[config.mk]
export PLATFORM = sky130hd
export DESIGN_NAME = truth_table_sweeper_flat
export DESIGN_NICKNAME = d
export VERILOG_FILES = /design/src/rtl/truth_table_sweeper_if.sv /design/src/rtl/truth_table_sweeper.sv /design/src/flat_wrapper.sv
export SDC_FILE = /design/constraint.sdc
export NUM_CORES = 1
export LEC_CHECK = 0
export ABC_CLOCK_PERIOD_IN_PS = 2610
export CORE_ASPECT_RATIO = 0.9
export CORE_MARGIN = 4
export CORE_UTILIZATION = 55
export CTS_CLUSTER_SIZE = 8
export DETAILED_ROUTE_END_ITERATION = 10
export HOLD_SLACK_MARGIN = 0.02
export PLACE_DENSITY_LB_ADDON = 0.05
export SYNTH_ARGS = -nofsm -noshare
export SYNTH_HDL_FRONTEND = slang
export SYNTH_SLANG_ARGS = --single-unit
[constraint.sdc]
create_clock -name clk -period 2.61 [get_ports clk]
set_clock_uncertainty 0.1 [all_clocks]
set_input_delay 0.261 -clock clk [delete_from_list [all_inputs] [get_ports clk]]
set_output_delay 0.261 -clock clk [all_outputs]
set_load 0.05 [all_outputs]
[src/rtl/truth_table_sweeper_if.sv]
//------------------------------------------------------------------------------
// truth_table_sweeper_if
//
// Purpose : bundles the control, logic-block and read-stream signals of the
//           truth-table sweeper so the harness and its environment connect
//           through a single port.
//
// Signals :
//   start          sweep request pulse (environment -> sweeper)
//   busy, done     sweep status (sweeper -> environment)
//   in1..in3       drive to the logic block under test (sweeper -> block)
//   out1..out4     logic block outputs (block -> sweeper)
//   rd_valid       row presented on rd_row/rd_data (sweeper -> consumer)
//   rd_ready       consumer accepts the presented row (consumer -> sweeper)
//   rd_row         index of the presented row
//   rd_data        captured {out1,out2,out3,out4} for rd_row
//   mismatch       any captured row differs from the expected table
//                  (only with TT_CHECK_EN)
//   mismatch_mask  per-row mismatch flags (only with TT_CHECK_EN)
//
// Modports: master = sweeper side, slave = environment / consumer side.
//------------------------------------------------------------------------------
interface truth_table_sweeper_if;
    logic       start;
    logic       busy;
    logic       done;
    logic       in1;
    logic       in2;
    logic       in3;
    logic       out1;
    logic       out2;
    logic       out3;
    logic       out4;
    logic       rd_valid;
    logic       rd_ready;
    logic [2:0] rd_row;
    logic [3:0] rd_data;
`ifdef TT_CHECK_EN
    logic       mismatch;
    logic [7:0] mismatch_mask;
`endif

    modport master (
        input  start,
        input  out1,
        input  out2,
        input  out3,
        input  out4,
        input  rd_ready,
        output busy,
        output done,
        output in1,
        output in2,
        output in3,
        output rd_valid,
        output rd_row,
        output rd_data
`ifdef TT_CHECK_EN
        ,
        output mismatch,
        output mismatch_mask
`endif
    );

    modport slave (
        output start,
        output out1,
        output out2,
        output out3,
        output out4,
        output rd_ready,
        input  busy,
        input  done,
        input  in1,
        input  in2,
        input  in3,
        input  rd_valid,
        input  rd_row,
        input  rd_data
`ifdef TT_CHECK_EN
        ,
        input  mismatch,
        input  mismatch_mask
`endif
    );
endinterface

[src/rtl/truth_table_sweeper.sv]
//------------------------------------------------------------------------------
// truth_table_sweeper
//
// Purpose : harness around a 3-input / 4-output combinational block. On a
//           start pulse it walks {in1,in2,in3} through rows 0..7, holds each
//           combination SETTLE_CYCLES cycles, captures {out1,out2,out3,out4}
//           into an 8-entry buffer and then streams the rows out over a
//           valid/ready handshake, finishing with a one-cycle done pulse.
//
// Ports   :
//   clk   sole clock, rising edge
//   rst   asynchronous active-high reset
//   tt    truth_table_sweeper_if.master (start, busy, done, in1..in3,
//         out1..out4, rd_valid, rd_ready, rd_row, rd_data
//         [, mismatch, mismatch_mask])
//
// Parameters:
//   SETTLE_CYCLES  cycles a combination is held before sampling (1..255)
//   CNT_W          settle counter width, 2**CNT_W > SETTLE_CYCLES
//   EXPECTED_TT    expected table, row r at bits [4r+3:4r]
//
// Optional feature (macro TT_CHECK_EN): compares every captured row with
// EXPECTED_TT and reports mismatch / mismatch_mask. Without the macro the
// ports and comparison logic are absent.
//------------------------------------------------------------------------------
module truth_table_sweeper #(
    parameter int unsigned SETTLE_CYCLES = 4,
    parameter int unsigned CNT_W         = 8,
    parameter logic [31:0] EXPECTED_TT   = 32'h6C9C6090
) (
    input logic                   clk,
    input logic                   rst,
    truth_table_sweeper_if.master tt
);

    typedef enum logic [2:0] {
        S_IDLE,
        S_APPLY,
        S_SAMPLE,
        S_STREAM,
        S_DONE
    } state_t;

    localparam logic [CNT_W-1:0] SETTLE_LAST = CNT_W'(SETTLE_CYCLES - 1);

    state_t           state_reg, state_next;
    logic [2:0]       row_reg, row_next;
    logic [CNT_W-1:0] cnt_reg, cnt_next;
    logic [2:0]       idx_reg, idx_next;
    logic [2:0]       in_reg, in_next;
    logic [3:0]       rd_data_reg, rd_data_next;
    logic [3:0]       out_sample_reg;
    logic             buf_we;
    logic [3:0]       buf_rd [8];

    // State register
    always_ff @(posedge clk or posedge rst) begin
        if (rst) begin
            state_reg <= S_IDLE;
        end else begin
            state_reg <= state_next;
        end
    end

    // Next-state and datapath control
    always_comb begin
        state_next   = state_reg;
        row_next     = row_reg;
        cnt_next     = cnt_reg;
        idx_next     = idx_reg;
        rd_data_next = rd_data_reg;
        buf_we       = 1'b0;
        unique case (state_reg)
            S_IDLE: begin
                if (tt.start) begin
                    row_next   = '0;
                    cnt_next   = '0;
                    state_next = S_APPLY;
                end
            end
            S_APPLY: begin
                cnt_next = cnt_reg + CNT_W'(1);
                if (cnt_reg == SETTLE_LAST) begin
                    state_next = S_SAMPLE;
                end
            end
            S_SAMPLE: begin
                buf_we   = 1'b1;
                cnt_next = '0;
                if (row_reg == 3'd7) begin
                    // Row 0 was captured long ago, so it can be presented
                    // on the very first STREAM cycle.
                    state_next   = S_STREAM;
                    idx_next     = '0;
                    rd_data_next = buf_rd[0];
                end else begin
                    row_next   = row_reg + 3'd1;
                    state_next = S_APPLY;
                end
            end
            S_STREAM: begin
                if (tt.rd_ready) begin
                    if (idx_reg == 3'd7) begin
                        state_next   = S_DONE;
                        idx_next     = '0;
                        rd_data_next = '0;
                    end else begin
                        // Preload the next row so a held rd_ready gives
                        // back-to-back transfers.
                        idx_next     = idx_reg + 3'd1;
                        rd_data_next = buf_rd[idx_reg + 3'd1];
                    end
                end
            end
            S_DONE: begin
                // One cycle outside IDLE so a start coinciding with done is ignored.
                state_next = S_IDLE;
            end
            default: begin
                state_next = S_IDLE;
            end
        endcase
        // The block sees the row only while it is being applied or sampled.
        in_next = (state_next == S_APPLY || state_next == S_SAMPLE) ? row_next : 3'd0;
    end

    // Datapath registers
    always_ff @(posedge clk or posedge rst) begin
        if (rst) begin
            row_reg        <= '0;
            cnt_reg        <= '0;
            idx_reg        <= '0;
            in_reg         <= '0;
            rd_data_reg    <= '0;
            out_sample_reg <= '0;
        end else begin
            row_reg        <= row_next;
            cnt_reg        <= cnt_next;
            idx_reg        <= idx_next;
            in_reg         <= in_next;
            rd_data_reg    <= rd_data_next;
            // The block outputs are registered on entry; the value written in
            // SAMPLE is therefore what the block showed in the last APPLY cycle,
            // i.e. after the combination had been held exactly SETTLE_CYCLES.
            out_sample_reg <= {tt.out1, tt.out2, tt.out3, tt.out4};
        end
    end

    // Capture buffer, one register per row
    genvar gi;
    generate
        for (gi = 0; gi < 8; gi++) begin : g_buf
            logic [3:0] entry_reg;
            always_ff @(posedge clk or posedge rst) begin
                if (rst) begin
                    entry_reg <= '0;
                end else if (buf_we && row_reg == 3'(gi)) begin
                    entry_reg <= out_sample_reg;
                end
            end
            assign buf_rd[gi] = entry_reg;
        end
    endgenerate

`ifdef TT_CHECK_EN
    logic [7:0] mask_reg;
    logic [3:0] expect_nib;

    assign expect_nib = EXPECTED_TT[{row_reg, 2'b00} +: 4];

    always_ff @(posedge clk or posedge rst) begin
        if (rst) begin
            mask_reg <= '0;
        end else if (state_reg == S_IDLE && tt.start) begin
            mask_reg <= '0;
        end else if (buf_we) begin
            mask_reg[row_reg] <= (out_sample_reg != expect_nib);
        end
    end

    assign tt.mismatch_mask = mask_reg;
    assign tt.mismatch      = |mask_reg;
`endif

    assign {tt.in1, tt.in2, tt.in3} = in_reg;
    assign tt.busy     = (state_reg == S_APPLY) || (state_reg == S_SAMPLE) ||
                         (state_reg == S_STREAM);
    assign tt.done     = (state_reg == S_DONE);
    assign tt.rd_valid = (state_reg == S_STREAM);
    assign tt.rd_row   = idx_reg;
    assign tt.rd_data  = rd_data_reg;

endmodule

[src/flat_wrapper.sv]
// flat-port wrapper written by rule: the top's interface ports become plain ports
module truth_table_sweeper_flat 
#(
    parameter int unsigned SETTLE_CYCLES = 4,
    parameter int unsigned CNT_W         = 8,
    parameter logic [31:0] EXPECTED_TT   = 32'h6C9C6090
)
  (clk, rst, tt_start, tt_out1, tt_out2, tt_out3, tt_out4, tt_rd_ready, tt_busy, tt_done, tt_in1, tt_in2, tt_in3, tt_rd_valid, tt_rd_row, tt_rd_data);
  truth_table_sweeper_if tt_i ();
  input logic clk;
  input logic rst;
  input wire logic [$bits(tt_i.start)-1:0] tt_start;
  input wire logic [$bits(tt_i.out1)-1:0] tt_out1;
  input wire logic [$bits(tt_i.out2)-1:0] tt_out2;
  input wire logic [$bits(tt_i.out3)-1:0] tt_out3;
  input wire logic [$bits(tt_i.out4)-1:0] tt_out4;
  input wire logic [$bits(tt_i.rd_ready)-1:0] tt_rd_ready;
  output wire logic [$bits(tt_i.busy)-1:0] tt_busy;
  output wire logic [$bits(tt_i.done)-1:0] tt_done;
  output wire logic [$bits(tt_i.in1)-1:0] tt_in1;
  output wire logic [$bits(tt_i.in2)-1:0] tt_in2;
  output wire logic [$bits(tt_i.in3)-1:0] tt_in3;
  output wire logic [$bits(tt_i.rd_valid)-1:0] tt_rd_valid;
  output wire logic [$bits(tt_i.rd_row)-1:0] tt_rd_row;
  output wire logic [$bits(tt_i.rd_data)-1:0] tt_rd_data;
  assign tt_i.start = tt_start;
  assign tt_i.out1 = tt_out1;
  assign tt_i.out2 = tt_out2;
  assign tt_i.out3 = tt_out3;
  assign tt_i.out4 = tt_out4;
  assign tt_i.rd_ready = tt_rd_ready;
  assign tt_busy = tt_i.busy;
  assign tt_done = tt_i.done;
  assign tt_in1 = tt_i.in1;
  assign tt_in2 = tt_i.in2;
  assign tt_in3 = tt_i.in3;
  assign tt_rd_valid = tt_i.rd_valid;
  assign tt_rd_row = tt_i.rd_row;
  assign tt_rd_data = tt_i.rd_data;
  truth_table_sweeper #(.SETTLE_CYCLES(SETTLE_CYCLES), .CNT_W(CNT_W), .EXPECTED_TT(EXPECTED_TT)) u_core (.clk(clk), .rst(rst), .tt(tt_i));
endmodule
==> run_summary.xml <==
<?xml version="1.0" encoding="UTF-8"?>
<metrics>
  <group name="critical_path">
    <metric name="cpPeakStageDelay" unit="ps">810</metric>
    <metric name="logic_depth_of_the_worst_setup_path_including_buffers" unit="">3</metric>
    <metric name="critPathTopFamily" unit="">buffers and inverters</metric>
    <metric name="setup.worst_path.end_class" unit="">primary output</metric>
    <metric name="critPathMaxFanout" unit="">15</metric>
    <metric name="rr_worst_depth" unit="">6</metric>
    <metric name="critical_path_arrival" unit="ps">2050</metric>
    <metric name="crit_slowest_cell" unit="">clkdlybuf4s50_1</metric>
    <metric name="cp.buffers_inverters" unit="">1</metric>
    <metric name="worst_setup_path_start_kind" unit="">flip-flop</metric>
    <metric name="rrSetupSlack" unit="ps">370</metric>
    <metric name="reg2reg_to" unit="">u_core.tt.rd_data[3]</metric>
    <metric name="worst_ep_required_time" unit="ps">2250</metric>
    <metric name="reg2reg_from" unit="">u_core.tt.rd_row[1]</metric>
    <metric name="timing.critical_path.cells" unit="">nor2_1, and2_1, clkdlybuf4s50_1</metric>
    <metric name="timing_worst_setup_path_type" unit="">flip-flop to primary output</metric>
  </group>
  <group name="clocking">
    <metric name="cts_inserted_buffers" unit="">9</metric>
    <metric name="insertion_delay" unit="ps">340</metric>
    <metric name="cts.sinks" unit="">60</metric>
    <metric name="clkTransAtPathRegs" unit="ps">70</metric>
    <metric name="max-clock-path-buffers" unit="">2</metric>
    <metric name="clockRootBuffer" unit="">clkbuf_8</metric>
    <metric name="cts_tree" unit="">done</metric>
    <metric name="post_cts_buffers" unit="">0</metric>
    <metric name="cts_max_level" unit="">3</metric>
  </group>
  <group name="synth">
    <metric name="synth_flop_cell" unit="">dfrtp_1</metric>
    <metric name="synth_top_cells_by_area" unit="">dfrtp_1 51%, mux2_4 8.2%, mux2_1 6.5%</metric>
    <metric name="syn_avg_cell_area" unit="um^2">13.3</metric>
    <metric name="synth_async_sr_flop_share" unit="">1.00</metric>
    <metric name="synth-edff-count" unit="">0</metric>
    <metric name="synth_top_area_frac" unit="">0.510</metric>
    <metric name="synth_net_count" unit="">236</metric>
    <metric name="synth_largest_area_cell" unit="">dfrtp_1</metric>
    <metric name="mapped_cell_area" unit="um^2">2950</metric>
    <metric name="synth_cell_types" unit="">48</metric>
    <metric name="synth_seq_area_share" unit="">0.510</metric>
    <metric name="post_synth_inst_count" unit="">221</metric>
    <metric name="number_of_synthesized_register_bits" unit="">60</metric>
    <metric name="synth_warnings" unit="">0</metric>
  </group>
  <group name="sta">
    <metric name="max_slew.worst_pin.slew" unit="ps">541</metric>
    <metric name="period_share" unit="">0.923</metric>
    <metric name="period_needed" unit="ps">2410</metric>
    <metric name="tns" unit="ps">0</metric>
    <metric name="max_clock_freq" unit="MHz">415</metric>
    <metric name="slew-limit-headroom" unit="">0.639</metric>
    <metric name="setup_viol" unit="">0</metric>
    <metric name="maxSlewViolCount" unit="">0</metric>
    <metric name="hold_viol_final" unit="">0</metric>
    <metric name="rsz_0062_raised_after_global_routing" unit="">false</metric>
  </group>
  <group name="layout">
    <metric name="layout.core_utilization" unit="">0.673</metric>
    <metric name="largest_register_ffs" unit="">32</metric>
    <metric name="post_route_cells_drive_above_1_share" unit="">0.237</metric>
    <metric name="final_cell_count_no_fill" unit="">318</metric>
    <metric name="final_nets" unit="">263</metric>
    <metric name="nFillCells" unit="">350</metric>
    <metric name="layout_commonest_cell" unit="">dfrtp_1</metric>
    <metric name="area_growth_syn_to_layout" unit="%">14.6</metric>
    <metric name="most-common-layout-cells" unit="">60 x dfrtp_1, 23 x nor2_1, 19 x clkdlybuf4s50_1, 17 x mux2_1, 16 x mux2_4</metric>
    <metric name="n_antenna_cell" unit="">0</metric>
  </group>
  <group name="pwr">
    <metric name="power" unit="W">0.00262</metric>
    <metric name="p_sw_frac" unit="">0.349</metric>
    <metric name="seq_power_share" unit="">0.456</metric>
    <metric name="clkPwrFrac" unit="">0.276</metric>
    <metric name="power_report.internal_total" unit="W">0.00170</metric>
    <metric name="cellPowerDensity" unit="nW/um^2">775</metric>
    <metric name="irDropWorstVdd" unit="mV">0.574</metric>
    <metric name="leakagePower" unit="nW">1.65</metric>
    <metric name="p_comb_frac" unit="">0.268</metric>
    <metric name="switchingPower" unit="W">0.000913</metric>
  </group>
  <group name="grt">
    <metric name="grt_first_pass_wirelength" unit="um">9680</metric>
    <metric name="antenna_found_initial" unit="">0</metric>
    <metric name="via_count_of_the_first_global_routing_pass" unit="">1917</metric>
    <metric name="grt.overflow.total" unit="">0</metric>
    <metric name="grtUsageTotal" unit="">0.191</metric>
    <metric name="pin_count_of_the_biggest_net_entering_global_routing" unit="">27</metric>
  </group>
  <group name="routing">
    <metric name="drt_first_pass_iters" unit="">5</metric>
    <metric name="wl" unit="um">5780</metric>
    <metric name="route.detailed.drc" unit="">0</metric>
    <metric name="via_count" unit="">1824</metric>
    <metric name="detail_route.vias_per_cell" unit="">5.74</metric>
    <metric name="ant_nets" unit="">0</metric>
    <metric name="routedWlPerCell" unit="um">18.2</metric>
    <metric name="initialDrtViolationCount" unit="">122</metric>
  </group>
  <group name="placed_design">
    <metric name="gp_congestion" unit="">0.871</metric>
    <metric name="numPlacedInstances" unit="">302</metric>
    <metric name="dp_hpwl" unit="um">4210</metric>
    <metric name="io_buffers" unit="">20</metric>
  </group>
  <group name="floorplanning">
    <metric name="die-height" unit="um">77.4</metric>
    <metric name="dieArea" unit="um^2">6590</metric>
    <metric name="core.rowCount" unit="">24</metric>
    <metric name="die-width" unit="um">85.1</metric>
    <metric name="core-area" unit="um^2">5010</metric>
    <metric name="pin_count" unit="">21</metric>
    <metric name="initial_core_util" unit="">0.587</metric>
  </group>
  <group name="flow_run">
    <metric name="maxCapViolCount" unit="">0</metric>
  </group>
  <group name="min_path">
    <metric name="holdCritPathClass" unit="">input pin to async pin</metric>
  </group>
  <group name="status">
    <metric name="status" unit="">finished clean</metric>
  </group>
</metrics>
area by class of cell:
class                      instances  area, um^2  area share
timing repair buffer              24         233      0.0689
clock inverter                     5        27.5     0.00815
clock buffer                      11         141      0.0419
sequential                        60        1500       0.445
inverter                           7        26.3     0.00778
multi-input combinational        146        1370       0.404
tap                               65        81.3      0.0241
Yosys cell counts, types with 2 or more instances:
cell type and n:
ha_1 7, a22oi_1 4, and3_1 2, mux4_2 7, nor2_1 23, nand3_1 8, clkbuf_1 2, nand2_1 9
buf_6 2, inv_1 6, dfrtp_1 60, nand2_4 4, xor2_1 6, mux2_1 17, nand4_1 2, mux2_4 16
mux2_2 5, buf_2 3, a21oi_1 8, and2_1 2
layer usage:
| metal | up-vias | GRT usage | part of all wire |
|---|---|---|---|
| met4 | 0 | 0.0680 | 0.011 |
| met2 | 46 | 0.293 | 0.47 |
| li1 | 852 | - | - |
| met3 | 5 | 0.0583 | 0.050 |
| met5 | - | 0 | 0 |
| met1 | 921 | 0.259 | 0.47 |
worst max path at each step:
| stage | startpoint | end |
|---|---|---|
| after global routing | u_core.state_reg[1] | tt_busy |
| after CTS | u_core.state_reg[2] | tt_rd_valid |
| after floorplan | u_core.tt.rd_row[0] | u_core.tt.rd_data[3] |
| after global placement | u_core.state_reg[2] | tt_rd_valid |
| after detailed placement | u_core.state_reg[2] | tt_rd_valid |
| final | u_core.state_reg[1] | tt_done |
timing repair:
action                     4_1_cts  5_1_grt
gates resized for setup          0        1
setup endpoints to repair        0        1
hold buffers                     0        0
power by group through the flow:
stage,logic [W],registers (W),clock network [W]
4_1_cts,0.000707,0.00119,0.000735
3_5_place_dp,0.000703,0.00121,0
5_1_grt,0.000764,0.00121,0.000776
2_1_floorplan,0.000383,0.00132,0
3_3_place_gp,0.000685,0.00119,0
6_report,0.000700,0.00119,0.000722
per-stage QoR:
step | worst slack (ps) | cell area, um^2 | hold slack, ps
5_1_grt | 111 | 3380 | 247
2_1_floorplan | 288 | 2950 | 192
6_report | 200 | 3380 | 194
3_5_place_dp | 390 | 3200 | 377
4_1_cts | 22.2 | 3370 | 203
3_3_place_gp | 433 | 3200 | 371
cell families (layout without fill, tap and decap cells):
family	Yosys count	after routing	synth area share
AOI/OAI and AO/OA	23	23	0.0574
xor gates and xnor gates	7	7	0.0208
adders and majority gates	7	7	0.0297
buffers and inverters	15	47	0.0268
DFF	60	60	0.510
muxes	46	46	0.228
and+or+nand+nor	63	63	0.127
(Power assumes the default switching activity.)
